[src/rtl/dunit_inst_loader.sv]
// ---------------------------------------------------------------------------
// dunit_inst_loader
//
// Purpose:
//   Assembles a program received one byte at a time from the UART receiver
//   into instruction words and writes them sequentially into the instruction
//   memory, starting at byte address 0. A load starts on a single-cycle
//   i_start pulse from the debug FSM. It ends when the HALT_INST marker word
//   has been written, or when the last word slot of the memory has been
//   written. The halt word itself is written.
//
//   Bytes arrive most-significant first, so a word is big-endian on the wire.
//   Each complete word produces exactly one single-cycle memory write. A
//   partial word is never written.
//
// Parameters:
//   NB_REG    - instruction word width
//   NB_WIDHT  - instruction-memory byte-address width
//   NB_BYTE   - received byte width
//   HALT_INST - end-of-program marker word
//
// Ports:
//   i_clk          in   sole clock, rising edge
//   i_reset        in   asynchronous active-high reset
//   i_start        in   single-cycle pulse that begins a program load
//   i_rx_done      in   single-cycle strobe, i_rx_data holds a valid byte
//   i_rx_data      in   [NB_BYTE-1:0] received byte
//   o_dunit_w_en   out  instruction-memory write enable (one cycle per word)
//   o_dunit_addr   out  [NB_WIDHT-1:0] byte address of the word being written
//   o_dunit_data   out  [NB_REG-1:0] assembled instruction word
//   o_busy         out  high while loading or writing
//   o_done         out  single-cycle pulse when a load completes
//   o_full         out  valid with o_done; load ended on memory exhaustion
//   o_word_count   out  [NB_WIDHT-2:0] words written in current/last load
// ---------------------------------------------------------------------------
module dunit_inst_loader #(
  parameter int                NB_REG    = 32,
  parameter int                NB_WIDHT  = 9,
  parameter int                NB_BYTE   = 8,
  parameter logic [NB_REG-1:0] HALT_INST = 32'hFFFFFFFF
) (
  input  logic                  i_clk,
  input  logic                  i_reset,
  input  logic                  i_start,
  input  logic                  i_rx_done,
  input  logic [NB_BYTE-1:0]    i_rx_data,
  output logic                  o_dunit_w_en,
  output logic [NB_WIDHT-1:0]   o_dunit_addr,
  output logic [NB_REG-1:0]     o_dunit_data,
  output logic                  o_busy,
  output logic                  o_done,
  output logic                  o_full,
  output logic [NB_WIDHT-2:0]   o_word_count
);

  // Number of received bytes that make up one instruction word, and the
  // width of the index that counts through them.
  localparam int BYTES_PER_WORD = NB_REG / NB_BYTE;
  localparam int BIDX_W         = (BYTES_PER_WORD > 1) ? $clog2(BYTES_PER_WORD) : 1;

  // The memory is byte addressed, so consecutive words are NB_REG/8 apart.
  // LAST_ADDR is the address of the final word slot; writing there ends
  // the load so the address never wraps back onto word 0.
  localparam logic [NB_WIDHT-1:0] ADDR_STEP = NB_WIDHT'(NB_REG / 8);
  localparam logic [NB_WIDHT-1:0] LAST_ADDR = NB_WIDHT'((1 << NB_WIDHT) - (NB_REG / 8));
  localparam logic [BIDX_W-1:0]   LAST_BYTE = BIDX_W'(BYTES_PER_WORD - 1);

  typedef enum logic [1:0] {
    IDLE  = 2'd0,
    LOAD  = 2'd1,
    WRITE = 2'd2,
    DONE  = 2'd3
  } state_t;

  state_t              state;
  logic [BIDX_W-1:0]   byte_idx;
  logic [NB_WIDHT-1:0] addr;
  logic [NB_REG-1:0]   asm_word;

  // Incoming byte appended at the low end; after BYTES_PER_WORD shifts the
  // first byte of the word has reached the most-significant position.
  logic [NB_REG-1:0] shifted_word;
  assign shifted_word = {asm_word[NB_REG-NB_BYTE-1:0], i_rx_data};

  // Loader FSM with all outputs registered. Strobes arriving in IDLE,
  // WRITE or DONE are dropped, as are i_start pulses outside IDLE.
  always_ff @(posedge i_clk or posedge i_reset) begin
    if (i_reset) begin
      state        <= IDLE;
      byte_idx     <= '0;
      addr         <= '0;
      asm_word     <= '0;
      o_dunit_w_en <= 1'b0;
      o_dunit_addr <= '0;
      o_dunit_data <= '0;
      o_busy       <= 1'b0;
      o_done       <= 1'b0;
      o_full       <= 1'b0;
      o_word_count <= '0;
    end else begin
      case (state)
        IDLE: begin
          o_done <= 1'b0;
          if (i_start) begin
            state        <= LOAD;
            byte_idx     <= '0;
            addr         <= '0;
            asm_word     <= '0;
            o_word_count <= '0;
            o_full       <= 1'b0;
            o_busy       <= 1'b1;
          end
        end

        LOAD: begin
          if (i_rx_done) begin
            asm_word <= shifted_word;
            if (byte_idx == LAST_BYTE) begin
              // Word complete: present it to memory in the very next cycle.
              byte_idx     <= '0;
              state        <= WRITE;
              o_dunit_w_en <= 1'b1;
              o_dunit_data <= shifted_word;
              o_dunit_addr <= addr;
            end else begin
              byte_idx <= byte_idx + 1'b1;
            end
          end
        end

        WRITE: begin
          o_dunit_w_en <= 1'b0;
          o_word_count <= o_word_count + 1'b1;
          if (o_dunit_data == HALT_INST) begin
            state  <= DONE;
            addr   <= addr + ADDR_STEP;
            o_busy <= 1'b0;
            o_done <= 1'b1;
          end else if (addr == LAST_ADDR) begin
            // Memory exhausted; hold the address at the last slot rather
            // than letting it wrap to 0.
            state  <= DONE;
            o_busy <= 1'b0;
            o_done <= 1'b1;
            o_full <= 1'b1;
          end else begin
            state <= LOAD;
            addr  <= addr + ADDR_STEP;
          end
        end

        DONE: begin
          // o_full and o_word_count are left untouched so the debug FSM can
          // read them until the next load starts.
          o_done <= 1'b0;
          state  <= IDLE;
        end

        default: begin
          state        <= IDLE;
          o_dunit_w_en <= 1'b0;
          o_busy       <= 1'b0;
          o_done       <= 1'b0;
        end
      endcase
    end
  end

endmodule
[config.mk]
export PLATFORM = sky130hd
export DESIGN_NAME = dunit_inst_loader
export DESIGN_NICKNAME = d
export VERILOG_FILES = /design/src/rtl/dunit_inst_loader.sv
export SDC_FILE = /design/constraint.sdc
export NUM_CORES = 1
export LEC_CHECK = 0
export BUFFER_PORTS_ARGS = -buffer_cell sky130_fd_sc_hd__buf_2
export CORE_MARGIN = 10
export CORE_UTILIZATION = 50
export DETAILED_ROUTE_END_ITERATION = 10
export PLACE_DENSITY = 0.73
export SYNTH_ARGS = -nofsm -noshare
export SYNTH_HDL_FRONTEND = slang
export SYNTH_SLANG_ARGS = --single-unit
[constraint.sdc]
create_clock -name i_clk -period 3.1 [get_ports i_clk]
set_clock_uncertainty 0.15 [all_clocks]
set_input_delay 0.62 -clock i_clk [delete_from_list [all_inputs] [get_ports i_clk]]
set_output_delay 0.62 -clock i_clk [all_outputs]
set_load 0.05 [all_outputs]
==> metrics.yaml <==
worst_setup_path:
  worstPathRequired_ps: 3180
  cp-start-kind: "flip-flop"
  crit_arrival_ps: 2620
  cp_max_fo: 39
  worst-setup-path-type: "flip-flop to flip-flop"
  crit_path_end_kind: "flip-flop"
placement:
  hpwlAfterDp_um: 5520
  placedInstanceArea_um2: 4030
  gp_congestion: 0.785
  io_buffers: 62
synthesis:
  synth-edff-count: 0
  synth_top_area_cell: "dfrtp_1"
  synth_top_area_frac: 0.595
  async_reset_ff_frac: 1.00
  yosys-top-cells-area: "dfrtp_1 59%, mux2_2 13%, a22o_1 8.0%"
  syn_avg_cell_area_um2: 13.1
  ys_ff_latch: 86
  ys_types: 32
  yosysSeqAreaShare: 0.595
  ys.flop_type: "dfrtp_1"
  synthTopCellsByCount: "86 x dfrtp_1, 42 x mux2_2, 33 x a22o_1, 16 x o21ai_0, 10 x nand2_1"
  synth_most_common_cell: "dfrtp_1"
  synth_area_um2: 3620
  yosysWarnings: 0
  syn-instance-count: 276
power:
  p_leak_nw: 2.22
  p_int_mw: 2.07
  pwr-share-comb: 0.345
  power_frac_seq: 0.446
  p_clk_frac: 0.208
  switching_power_mw: 1.39
  p_per_area_nw_per_um2: 823
  swShare: 0.402
  ir_drop_mv: 0.559
clock_network:
  ctsHoldBuffers: 0
  clockBufferDepth: 2
  postCtsSetupRepairBufs: 0
  htreeDepth: 3
  path_clk_slew_ps: 80
  clock-root-buffer: "clkbuf_8"
  cts_buffers: 9
  cts_tree: "built"
  cts_sinks: 86
  clk_latency_ps: 350
  cts_resized: 0
global_routing:
  grt_pass1_wl_um: 12600
  antenna_found_initial: 0
  grt_start_max_net_pins: 62
  overflow: 0
  track_usage: 0.140
  grt_pass1_vias: 2470
route:
  wl_per_cell_um: 17.3
  first_iter_violations: 57
  vias_per_cell: 5.47
  routed_wl_um: 7650
  route.detailed.drc: 0
  antenna_left: 0
  firstDrtPassIters: 4
  dr_total_vias: 2413
timing:
  rsz0062_at_grt: "no"
  fin_crit_ps: 2540
  fin_crit_sh: 0.820
  worstMarginPinSlew_ps: 993
  report.final.slew_viol_count: 0
  max-slew-margin-rel: 0.337
  finalHoldViolations: 0
  tns_ps: 0
  fmax_ghz: 0.393
  setup_viol: 0
cells_and_area:
  fin_nets: 361
  drive_gt1_frac: 0.374
  antenna_cells: 0
  register_area_um2: 2150
  fin_area_um2: 4210
  fill_cells: 594
  areaGrowthSynthToFinish_pct: 16.4
  multi_input_area_um2: 1380
die:
  die_y_um: 105
  num_io_pins: 65
  start_util: 0.524
  die_w_um: 105
  die_area_um2: 11000
  rows: 30
  core_area_um2: 6910
run_status:
  run_status: "finished, final reports clean"
hold_path:
  hp-class: "input port to async pin"
run:
  max_cap_viol_count: 0
placed cells by master, fill, tap and decap left out, drive strengths merged, types with 3 or more instances in the layout:
master	instances
dfrtp	86
nor2	6
nand4	8
o21ai	17
a21oi	7
nand2b	4
nand3	7
ha	9
o31ai	4
a21o	6
nor3	3
buf	66
a22o	33
mux2	42
clkbuf	12
nand2	10
inv	5
logic make-up after synthesis:
kind of cell,synth area share
AND/OR/NAND/NOR,0.0674
other,0.00104
flip-flops,0.595
AO/OA/AOI/OAI,0.147
buffers and inverters,0.0253
adder cells (fa/ha/maj),0.0311
multiplexers,0.134
final cells by class:
| type | instances | area share |
|---|---|---|
| well taps | 96 | 0.0285 |
| inverters | 5 | 0.00475 |
| clock buffers | 12 | 0.0368 |
| multi-input cells | 172 | 0.328 |
| repair buffers | 66 | 0.0838 |
| clock inverters | 4 | 0.00683 |
| flip-flops and latches | 86 | 0.511 |
power groups by stage:
stage	Combinational (mW)	Clock, mW	Sequential [mW]
after floorplan	0.628	0	1.83
after global placement	1.18	0	1.56
after detailed placement	1.21	0	1.57
after CTS	1.21	0.749	1.55
after global routing	1.31	0.789	1.58
final	1.20	0.722	1.55
state kept, by name (all words and copies together), names as in the netlist:
signal        cells
addr              7
asm_word         24
byte_idx          2
o_busy            1
o_done            1
o_dunit_addr      7
o_dunit_data     32
o_dunit_w_en      1
o_full            1
o_word_count      8
state             2
critical path: stages, from the launching register on:
cell and delay [ps]:
dfrtp_1 410, inv_1 130, ha_1 310, nand3_2 800
mux2_2 590
layer usage:
layer / wire length [um] / up-vias / global-route usage
met5: 0 / - / 0
met4: 77 / 0 / 0.0353
met3: 425 / 11 / 0.0491
met2: 3650 / 66 / 0.225
met1: 3490 / 1189 / 0.175
li1: - / 1147 / -
per-stage QoR:
| stage | util | cells | hold WS (ps) | worst slack, ps | total power, mW |
|---|---|---|---|---|---|
| detailed placement | 0.583 | 425 | 337 | 557 | 2.78 |
| floorplan | - | 277 | 313 | 108 | 2.46 |
| global placement | 0.583 | 425 | 335 | 643 | 2.74 |
| CTS | 0.610 | 441 | 128 | 540 | 3.51 |
| global route | 0.610 | 441 | 141 | 401 | 3.68 |
| finish | 0.610 | 441 | 124 | 556 | 3.46 |
worst paths after layout:
check	endpoint	depth (start not counted)	startpoint	slack (ps)
worst max register to register	o_dunit_data[12]	4	state[1]	560
worst min register to register	o_dunit_addr[5]	1	o_dunit_addr[5]	350
worst max-delay path	o_dunit_data[12]	4	state[1]	560
worst min-delay path	o_word_count[5]	2	i_reset	120
max in group asynchronous	asm_word[0]	3	i_reset	2010
min in group i_clk	asm_word[7]	2	i_rx_data[7]	350
Note: power is estimated with default switching activity, not from simulation.
